--- src/rtl/spi_pkg.sv ---
// Shared constants for the SPI slave: bus addresses, status/control bit
// positions and the frame FSM encoding.
package spi_pkg;

  localparam logic ADDR_DATA = 1'b0;
  localparam logic ADDR_CTRL = 1'b1;

  localparam int ST_IE  = 0;
  localparam int ST_RXV = 1;
  localparam int ST_TXF = 2;
  localparam int ST_OVR = 3;
  localparam int ST_UDR = 4;

  localparam int CTL_IE      = 0;
  localparam int CTL_CLR_OVR = 1;
  localparam int CTL_CLR_UDR = 2;

  typedef enum logic {
    IDLE  = 1'b0,
    SHIFT = 1'b1
  } state_t;

endpackage

--- src/rtl/spi_sync_edge.sv ---
// Multi-flop synchronizer for one async input, plus a history flop that
// provides single-cycle rise/fall strobes in the clk domain.
module spi_sync_edge #(
  parameter int   SYNC_STAGES = 2,
  parameter logic RST_VAL     = 1'b0
) (
  input  logic clk,
  input  logic rst,
  input  logic din,
  output logic level,
  output logic rise,
  output logic fall
);

  logic [SYNC_STAGES-1:0] sync_q;
  logic                   hist_q;

  always_ff @(posedge clk or negedge rst) begin
    if (!rst) begin
      sync_q <= {SYNC_STAGES{RST_VAL}};
      hist_q <= RST_VAL;
    end else begin
      sync_q <= {sync_q[SYNC_STAGES-2:0], din};
      hist_q <= sync_q[SYNC_STAGES-1];
    end
  end

  assign level = sync_q[SYNC_STAGES-1];
  assign rise  = level & ~hist_q;
  assign fall  = ~level & hist_q;

endmodule

--- src/rtl/spi_slave_wb.sv ---
// Mode-0 SPI slave bridged to an 8-bit, one-address-bit Wishbone-classic
// port: RX byte register with overrun, TX byte register with underrun.
//
// state | meaning
// IDLE  | cs_n deasserted, waiting for a frame to start
// SHIFT | frame active, bits move on synchronized sclk edges
module spi_slave_wb
  import spi_pkg::*;
#(
  parameter int         SYNC_STAGES = 2,
  parameter logic [7:0] IDLE_BYTE   = 8'hFF,
  parameter logic       IE_RST      = 1'b1
) (
  input  logic       clk,
  input  logic       rst,
  input  logic       spi_sclk,
  input  logic       spi_cs_n,
  input  logic       spi_mosi,
  output logic       spi_miso,
  output logic       spi_miso_oe,
  input  logic       i_wb_cyc,
  input  logic       i_wb_we,
  input  logic       i_wb_addr,
  input  logic [7:0] i_wb_dat,
  output logic [7:0] o_wb_dat,
  output logic       o_wb_ack,
  output logic       o_int
);

  logic sclk_s, sclk_rise, sclk_fall;
  logic csn_s, csn_rise, csn_fall;
  logic mosi_s, mosi_rise, mosi_fall;
  logic unused_edges;

  spi_sync_edge #(.SYNC_STAGES(SYNC_STAGES), .RST_VAL(1'b0)) u_sync_sclk (
    .clk(clk), .rst(rst), .din(spi_sclk),
    .level(sclk_s), .rise(sclk_rise), .fall(sclk_fall)
  );

  spi_sync_edge #(.SYNC_STAGES(SYNC_STAGES), .RST_VAL(1'b1)) u_sync_csn (
    .clk(clk), .rst(rst), .din(spi_cs_n),
    .level(csn_s), .rise(csn_rise), .fall(csn_fall)
  );

  spi_sync_edge #(.SYNC_STAGES(SYNC_STAGES), .RST_VAL(1'b0)) u_sync_mosi (
    .clk(clk), .rst(rst), .din(spi_mosi),
    .level(mosi_s), .rise(mosi_rise), .fall(mosi_fall)
  );

  assign unused_edges = ^{sclk_s, mosi_rise, mosi_fall};

  state_t     state_q, state_d;
  logic       frame_start, frame_abort;
  logic [2:0] bitcnt;
  logic [6:0] shift_rx;
  logic [6:0] shift_tx;
  logic       miso_q;
  logic [7:0] rx_data, tx_data;
  logic       rx_valid, tx_full, ovr, udr, ie;
  logic       ack_q;
  logic [7:0] wb_dat_q;

  always_ff @(posedge clk or negedge rst) begin
    if (!rst) state_q <= IDLE;
    else      state_q <= state_d;
  end

  always_comb begin
    state_d     = state_q;
    frame_start = 1'b0;
    frame_abort = 1'b0;
    case (state_q)
      IDLE: begin
        if (csn_fall) begin
          state_d     = SHIFT;
          frame_start = 1'b1;
        end
      end
      SHIFT: begin
        if (csn_rise) begin
          state_d     = IDLE;
          frame_abort = 1'b1;
        end
      end
      default: state_d = IDLE;
    endcase
  end

  // A clock edge coinciding with cs_n release belongs to the discarded partial byte.
  logic       shift_rise, shift_fall, byte_done, tx_reload;
  logic [7:0] tx_load;

  assign shift_rise = (state_q == SHIFT) & sclk_rise & ~csn_rise;
  assign shift_fall = (state_q == SHIFT) & sclk_fall & ~csn_rise;
  assign byte_done  = shift_rise & (bitcnt == 3'd7);
  assign tx_reload  = frame_start | (shift_fall & (bitcnt == 3'd0));
  assign tx_load    = tx_full ? tx_data : IDLE_BYTE;

  logic       wb_fire, rd_data, wr_data, wr_ctrl;
  logic [7:0] status, rd_mux;

  assign wb_fire = i_wb_cyc & ~ack_q;
  assign rd_data = wb_fire & ~i_wb_we & (i_wb_addr == ADDR_DATA);
  assign wr_data = wb_fire &  i_wb_we & (i_wb_addr == ADDR_DATA);
  assign wr_ctrl = wb_fire &  i_wb_we & (i_wb_addr == ADDR_CTRL);

  always_comb begin
    status         = 8'h00;
    status[ST_IE]  = ie;
    status[ST_RXV] = rx_valid;
    status[ST_TXF] = tx_full;
    status[ST_OVR] = ovr;
    status[ST_UDR] = udr;
  end

  always_comb begin
    rd_mux = 8'h00;
    case (i_wb_addr)
      ADDR_DATA: rd_mux = rx_data;
      ADDR_CTRL: rd_mux = status;
      default:   rd_mux = 8'h00;
    endcase
  end

  always_ff @(posedge clk or negedge rst) begin
    if (!rst) begin
      bitcnt   <= 3'd0;
      shift_rx <= 7'd0;
      shift_tx <= 7'd0;
      miso_q   <= 1'b1;
      rx_data  <= 8'h00;
      rx_valid <= 1'b0;
      ovr      <= 1'b0;
      tx_data  <= IDLE_BYTE;
      tx_full  <= 1'b0;
      udr      <= 1'b0;
      ie       <= IE_RST;
      ack_q    <= 1'b0;
      wb_dat_q <= 8'h00;
    end else begin
      ack_q <= i_wb_cyc & ~ack_q;
      if (wb_fire & ~i_wb_we) wb_dat_q <= rd_mux;

      // Bus clears go first so a coincident SPI event is never lost.
      if (wr_ctrl) begin
        ie <= i_wb_dat[CTL_IE];
        if (i_wb_dat[CTL_CLR_OVR]) ovr <= 1'b0;
        if (i_wb_dat[CTL_CLR_UDR]) udr <= 1'b0;
      end
      if (rd_data) rx_valid <= 1'b0;

      if (frame_start | frame_abort) bitcnt <= 3'd0;
      if (shift_rise) begin
        shift_rx <= {shift_rx[5:0], mosi_s};
        bitcnt   <= bitcnt + 3'd1;
      end
      if (byte_done) begin
        rx_data  <= {shift_rx, mosi_s};
        rx_valid <= 1'b1;
        if (rx_valid & ~rd_data) ovr <= 1'b1;
      end

      if (tx_reload) begin
        shift_tx <= tx_load[6:0];
        miso_q   <= tx_load[7];
        if (tx_full) tx_full <= 1'b0;
        else         udr     <= 1'b1;
      end else if (shift_fall) begin
        shift_tx <= {shift_tx[5:0], 1'b0};
        miso_q   <= shift_tx[6];
      end

      // A write racing a reload lands after it and arms the following byte.
      if (wr_data) begin
        tx_data <= i_wb_dat;
        tx_full <= 1'b1;
      end
    end
  end

  assign spi_miso    = miso_q;
  assign spi_miso_oe = ~csn_s;
  assign o_wb_ack    = ack_q;
  assign o_wb_dat    = wb_dat_q;
  assign o_int       = rx_valid & ie;

endmodule

--- config.mk ---
export PLATFORM = sky130hd
export DESIGN_NAME = spi_slave_wb
export DESIGN_NICKNAME = d
export VERILOG_FILES = /design/src/rtl/spi_pkg.sv /design/src/rtl/spi_sync_edge.sv /design/src/rtl/spi_slave_wb.sv
export SDC_FILE = /design/constraint.sdc
export NUM_CORES = 1
export LEC_CHECK = 0
export CORE_MARGIN = 2
export CORE_UTILIZATION = 40
export DETAILED_ROUTE_END_ITERATION = 10
export GPL_TIMING_DRIVEN = 0
export PLACE_DENSITY = 0.68
export SLEW_MARGIN = 10
export SYNTH_ARGS = -nofsm -noshare
export SYNTH_HDL_FRONTEND = slang
export SYNTH_SLANG_ARGS = --single-unit
--- constraint.sdc ---
create_clock -name clk -period 2.2 [get_ports clk]
set_clock_uncertainty 0.05 [all_clocks]
set_input_delay 0.44 -clock clk [delete_from_list [all_inputs] [get_ports clk]]
set_output_delay 0.44 -clock clk [all_outputs]
set_load 0.005 [all_outputs]
==> impl_results.md, run 1 <==
- Outcome: finished, final reports clean
- Post-layout min period: 2.02 ns
- RePlAce Congestion: 0.715
- Layout Area Growth over Synthesis: 24.9%
- CP max FO: 3
- # port buffers: 27
- CTS hold repair buffers: 0
- Iter 0 DRT Violations: 109
- Clk_lat worst skew: 0.33 ns
- Fin util: 0.509
- RSZ-0062 raised after global routing: no
- Post-CTS sizing: 0
- Final Net Count: 244
- ANT nets after route: 0
- I/O pins: 28
- Setup violators final: 0
- Syn Area/Cell: 12.7 µm²
- Die ar.: 0.00656 mm²
- Worst path required time: 1.71 ns
- Antenna violations before repair: 0
- Post-CTS setup buffers: 0
- Mapped Area: 0.00237 mm²
- Core Footprint: 0.00582 mm²
- Critical-path top delay cell: dfstp_2
- Crit path capture type: primary output
- Root Driver: clkbuf_8
- Gr usage total: 0.143
- Leakage power: 1.33 nW
- Layout cells sized above 1: 0.257
- Max clock buf depth: 2
- CTS Buf Count: 9
- Cell family with most CP delay: flip-flops
- H-tree Lvls: 3
- Post-synthesis register bit count: 57
- Hold WC Path Type: in2async
- Crit path arrival time: 1.53 ns
- Number of global-route vias before repair: 1490
- Post-synth EDFFs: 0
- TritonCTS clock tree: built
- DR WL/cell: 13.2 µm
- Worst Tran Pin Value: 0.692 ns
- Overflow after GRT: 0
- Setup_tns: 0 ns
- Fillers: 536
- CP Cell Sequence: and2_1 > clkdlybuf4s50_1
- Max IR drop VDD: 0.000379 V
- Die Y: 81.0 µm
- FP Rows: 28
- DR pass1 iterations: 4
- Syn_nets: 206
- Largest net degree at the start of global routing: 58
- Routed vias: 1501
- Crit-path max cell delay: 0.55 ns
- Kind of critical path: reg2out
- DRC: 0
- Final WL: 4.01 mm
- Reg area: 0.00144 mm²
- Starting Density: 0.407
- Final Hold Vio Count: 0
- Cells after Synth: 187
- WP buf/inv: 1
- Critical Path Start Type: flip-flop
- Fraction of registers with async set/reset: 1.00
- Pwr dens: 937 mW/mm²
- Max Cap Viol: 0
- First-pass GRT wire length: 7.00 mm
- Fmax: 496 MHz
- Vias/cell: 4.92
- DP Wirelength: 2.72 mm
- Ant diodes: 0
- Synth unique cells: 35
- Footprint of the multi-input gates: 880 µm²
- Final worst-path cycle share: 0.917
- Clk pin slew, worst setup/hold paths: 0.07 ns
- Clock sinks: 57
- Die span in x: 81.0 µm
- Relative slew slack: 0.539
- Synth Warn #: 0
- Seq/Total Area, Yosys: 0.609
- Slew Viols, Final: 0
- Top_reg_cell synth: dfrtp_1
-- metal layers --
metal | routed length [µm] | track usage | vias up
met1 | 1960 | 0.199 | 714
met3 | 138 | 0.0278 | 12
met2 | 1780 | 0.197 | 33
met5 | 0 | 0 | -
li1 | - | - | 742
met4 | 131 | 0.103 | 0
-- final timing paths --
kind,startpoint,end,slack (ns),depth (start not counted)
setup reg to reg,bitcnt[0]$_DFFE_PN0P_,shift_tx[4]$_DFFE_PN0P_,0.41,5
setup / recovery,ie$_DFFE_PN1N_,o_int,0.18,2
hold / removal,rst,shift_rx[6]$_DFFE_PN0P_,0.1,1
hold reg to reg,u_sync_mosi.sync_q[0]$_DFF_PN0_,u_sync_mosi.sync_q[1]$_DFF_PN0_,0.30,0
min in group clk,u_sync_mosi.sync_q[0]$_DFF_PN0_,u_sync_mosi.sync_q[1]$_DFF_PN0_,0.30,0
max in group asynchronous,rst,o_wb_dat[3]$_DFFE_PN0P_,1.54,1
-- registers in the layout, indices dropped and copies added (netlist names) --
name / count
u_sync_csn.sync_q: 2
udr: 1
tx_full: 1
ovr: 1
u_sync_csn.hist_q: 1
rx_data: 8
spi_miso: 1
ie: 1
u_sync_sclk.hist_q: 1
shift_rx: 7
u_sync_mosi.sync_q: 2
u_sync_sclk.sync_q: 2
bitcnt: 3
o_wb_dat: 8
state_q: 1
o_wb_ack: 1
shift_tx: 7
tx_data: 8
rx_valid: 1
-- where the power goes --
group / switching (mW) / leakage [nW] / internal (mW)
Clock: 0.409 / 0.115 / 0.695
Combinational: 0.145 / 0.522 / 0.193
Sequential: 0.0964 / 0.696 / 1.24
Total: 0.650 / 1.33 / 2.12
-- worst register-to-register path, cell delays in order, from the launching register on --
cell and delay, ns:
dfrtp_1 0.40, inv_1 0.06, ha_1 0.13, nor2b_1 0.55, a31oi_4 0.24, o211a_1 0.26
-- cell type report --
| type | instances | area share |
|---|---|---|
| Clock inverter | 5 | 0.0262 |
| Multi-Input combinational cell | 121 | 0.297 |
| Sequential cell | 57 | 0.487 |
| Inverter | 4 | 0.00507 |
| Buffer | 5 | 0.0110 |
| Clock buffer | 11 | 0.0511 |
| Timing Repair Buffer | 27 | 0.0904 |
| Tap cell | 75 | 0.0317 |
-- per-stage QoR --
stage / cells / worst slack (ns) / power (mW) / cell area (µm²) / hold WS, ns
after floorplan: 187 / 0.676 / 1.54 / 2370 / 0.0944
after global placement: 289 / -1.16 / 1.68 / 2730 / 0.282
after detailed placement: 289 / 0.103 / 1.69 / 2730 / 0.285
after CTS: 305 / 0.169 / 2.81 / 2960 / 0.124
after global routing: 305 / 0.142 / 2.92 / 2960 / 0.166
final: 305 / 0.184 / 2.77 / 2960 / 0.0986
-- synth_stat cells, types with 2 or more instances --
library cell,n,share of area
a21oi_1,2,0.0042
a22o_1,2,0.0074
and2_1,2,0.0053
buf_2,2,0.0042
dfrtp_1,44,0.46
dfstp_2,13,0.14
ha_1,3,0.016
inv_1,4,0.0063
mux2_2,18,0.086
mux2i_1,5,0.021
nand2_1,36,0.057
nand3b_1,4,0.013
nor2b_1,4,0.011
o211a_1,7,0.030
o21ai_0,8,0.017
o2bb2ai_1,2,0.0074
or3_1,7,0.018
or4_1,7,0.022
-- layout by cell type, fill, tap and decap left out, types with 2 or more instances in the layout --
master           netlist  layout
a22o_1                 2       2
mux2_2                18      18
mux2i_1                5       5
and2_1                 2       2
or4_1                  7       7
inv_1                  4       4
buf_4                  1       2
clkinv_2               0       2
ha_1                   3       3
nand3b_1               4       4
dfrtp_1               44      44
dfstp_2               13      13
a21oi_1                2       2
o211a_1                7       7
o21ai_0                8       8
or3_1                  7       7
o2bb2ai_1              2       2
nor2b_1                4       4
buf_2                  2       2
clkdlybuf4s50_1        0      26
clkbuf_8               0      11
bufinv_16              0       2
nand2_1               36      36
-- logic make-up (layout without fill, tap and decap cells) --
logic type               after synthesis  after routing  share of synthesized area
multiplexers                          23             23                      0.107
adder cells (fa/ha/maj)                4              4                     0.0201
flip-flops                            57             57                      0.609
buffers and inverters                  9             52                     0.0201
AO/OA/AOI/OAI                         23             23                     0.0776
AND/OR/NAND/NOR                       71             71                      0.167
Note: power is estimated with default switching activity, not from simulation.
==> run 2, diff against run 1 <==
--- a/config.mk
+++ b/config.mk
@@ -7,6 +7,7 @@
 export LEC_CHECK = 0
 export CORE_MARGIN = 2
 export CORE_UTILIZATION = 40
+export CTS_CLUSTER_DIAMETER = 40
 export DETAILED_ROUTE_END_ITERATION = 10
 export GPL_TIMING_DRIVEN = 0
 export PLACE_DENSITY = 0.68
==> results of run 2 <==
Same layout as run 1: the final DEF is identical, and so are final timing and power.
==> run 3, diff against run 2 <==
--- a/config.mk
+++ b/config.mk
@@ -11,7 +11,9 @@
 export DETAILED_ROUTE_END_ITERATION = 10
 export GPL_TIMING_DRIVEN = 0
 export PLACE_DENSITY = 0.68
+export SKIP_CTS_REPAIR_TIMING = 1
 export SLEW_MARGIN = 10
 export SYNTH_ARGS = -nofsm -noshare
 export SYNTH_HDL_FRONTEND = slang
+export SYNTH_HIERARCHICAL = 1
 export SYNTH_SLANG_ARGS = --single-unit
==> impl_results.md, run 3 <==
- Die span in x: 82.6 µm (+2.1%)
- Post-layout min period: 2.02 ns (+0.00528 ns)
- # port buffers: 27 (unchanged)
- Reg-to-Reg Start: u_sync_csn/sync_q[1]$_DFF_PN1_
- ANT nets after route: 0 (unchanged)
- Crit-path max cell delay: 0.55 ns (about the same)
- Cells after Synth: 200 (+7.0%)
- Worst path required time: 1.71 ns (about the same)
- Syn Area/Cell: 12.4 µm² (-2.4%)
- Gr usage total: 0.144 (+0.00146)
- Overflow after GRT: 0 (unchanged)
- Critical Path Start Type: flip-flop
- Largest net degree at the start of global routing: 58 (unchanged)
- I/O pins: 28 (unchanged)
- H-tree Lvls: 3 (unchanged)
- Root Driver: clkbuf_8
- Fin util: 0.507 (-0.00189)
- Max IR drop VDD: 0.000421 V (+11%)
- DP Wirelength: 2.81 mm (+3.3%)
- End of the critical path: o_int
- First-pass GRT wire length: 7.06 mm (+0.79%)
- DRC: 0 (unchanged)
- Slew Viols, Final: 0 (unchanged)
- Die ar.: 0.00683 mm² (+4.2%)
- Crit path capture type: primary output
- Syn_nets: 219 (+6.3%)
- Antenna violations before repair: 0 (unchanged)
- TritonCTS clock tree: built
- CP Cell Sequence: and2_1 > clkdlybuf4s50_1
- Iter 0 DRT Violations: 73 (-33%)
- CP Launch Point: ie$_DFFE_PN1N_
- Most common cell after layout, fill and taps aside: dfrtp_1
- Kind of critical path: reg2out
- Max Cap Viol: 0 (unchanged)
- Fmax: 495 MHz (-0.26%)
- Commonest cells after routing, fill and taps aside: 44 x dfrtp_1, 37 x nand2_1, 26 x clkdlybuf4s50_1
- Setup_tns: 0 ns (unchanged)
- Relative slew slack: 0.533 (-0.00587)
- Clock sinks: 57 (unchanged)
- Clk_lat worst skew: 0.33 ns (about the same)
- Ant diodes: 0 (unchanged)
- Leakage power: 1.41 nW (+5.5%)
- Worst Tran Pin Value: 0.701 ns (+0.00881 ns)
- Routed vias: 1554 (+3.5%)
- Worst R2R Setup Slack: 0.44 ns (+0.03 ns)
- Mapped Area: 0.00247 mm² (+4.4%)
- Reg2reg path depth: 5 (unchanged)
- # placed instances: 302 (+4.5%)
- Final WL: 4.26 mm (+6.1%)
- RR Endpoint: rx_data[3]$_DFFE_PN0P_
- DR WL/cell: 13.4 µm (+1.8%)
- Crit path arrival time: 1.53 ns (about the same)
- FP Rows: 28 (unchanged)
- Finished Layout Cells: 318 (+4.3%)
- DR pass1 iterations: 4 (unchanged)
- RePlAce Congestion: 0.742 (+3.8%)
- RSZ-0062 raised after global routing: no
- Synth Warn #: 6 (+6)
- Core Footprint: 0.00596 mm² (+2.4%)
- Clk pin slew, worst setup/hold paths: 0.07 ns (about the same)
- CP max FO: 3 (unchanged)
- Vias/cell: 4.89 (-0.70%)
- Layout Area Growth over Synthesis: 22.1%
- Die Y: 82.6 µm (+2.1%)
- Number of global-route vias before repair: 1464 (-1.7%)
- Max clock buf depth: 2 (unchanged)
- Hold WC Path Type: in2async
- Pwr dens: 902 mW/mm² (-3.7%)
- Starting Density: 0.415 (+0.00785)
- Layout cells sized above 1: 0.267 (+0.0110)
- Outcome: finished, final reports clean
- Critical-path top delay cell: dfstp_2
- Setup violators final: 0 (unchanged)
- Final Hold Vio Count: 0 (unchanged)
- Final worst-path cycle share: 0.919 (+0.00240)
- CTS Buf Count: 9 (unchanged)
- Tot Pwr: 2.73 mW (-1.7%)
- Final Net Count: 257 (+5.3%)
==> run 3: cell count changes in the layout (fill, tap and decap cells not counted), moves of 2 or more <==
cell       change
nand2b_1       +2
clkbuf_1       +3
or4_1          -7
nor2b_1        +7
nand3_1       +14
or3_1          -7
buf_6          +2
a21oi_1        -2
o211a_1        -7
bufinv_16      -2
mux2_2         -8
o211ai_2       +7
mux2_4         +8
and3b_1        +3
==> run 3: power breakdown <==
group	internal (mW)	switching [mW]
Combinational	0.243	0.208
Sequential	1.27	0.107
Clock	0.500	0.402
Total	2.01	0.717
==> run 3: through the flow <==
step	instance area, µm²	hold slack [ns]	worst slack [ns]
final	3020	0.100	0.178
after global placement	2840	0.284	-1.15
after global routing	3020	0.154	0.110
after floorplan	2470	0.0944	0.580
after CTS	3020	0.128	0.158
after detailed placement	2840	0.285	0.231
==> run 3: worst max-delay path, delay by kind of cell (launching register included) <==
kind,cells,cell delay [ns]
AND/OR/NAND/NOR,1,0.14
flip-flops,1,0.55
buffers and inverters,1,0.50
==> run 3: layout make-up <==
type,instances,area (µm²)
inverters,3,11.3
well taps,75,93.8
multi-input cells,130,948
clock buffers,14,173
plain buffers,10,71.3
clock inverters,2,12.5
flip-flops and latches,57,1440
fillers,531,2940
repair buffers,27,268
==> run 3: layer usage <==
metal	up-vias	GRT usage	routed length, µm
met1	758	0.200	2130
met2	25	0.194	1850
li1	760	-	-
met5	-	0	0
met3	11	0.0522	176
met4	0	0.0787	100
==> run 3: worst min-delay path by stage <==
stage                                               start                              end  slack, ns  cells after the start
after floorplan                                       rst            bitcnt[0]$_DFFE_PN0P_       0.09                      0
after CTS                                             rst          o_wb_dat[6]$_DFFE_PN0P_       0.13                      1
final                                                 rst  u_sync_mosi/sync_q[0]$_DFF_PN0_       0.10                      1
after global placement    u_sync_sclk/sync_q[0]$_DFF_PN0_  u_sync_sclk/sync_q[1]$_DFF_PN0_       0.28                      0
after detailed placement  u_sync_mosi/sync_q[0]$_DFF_PN0_  u_sync_mosi/sync_q[1]$_DFF_PN0_       0.28                      0
after global routing                                  rst  u_sync_mosi/sync_q[0]$_DFF_PN0_       0.15                      1
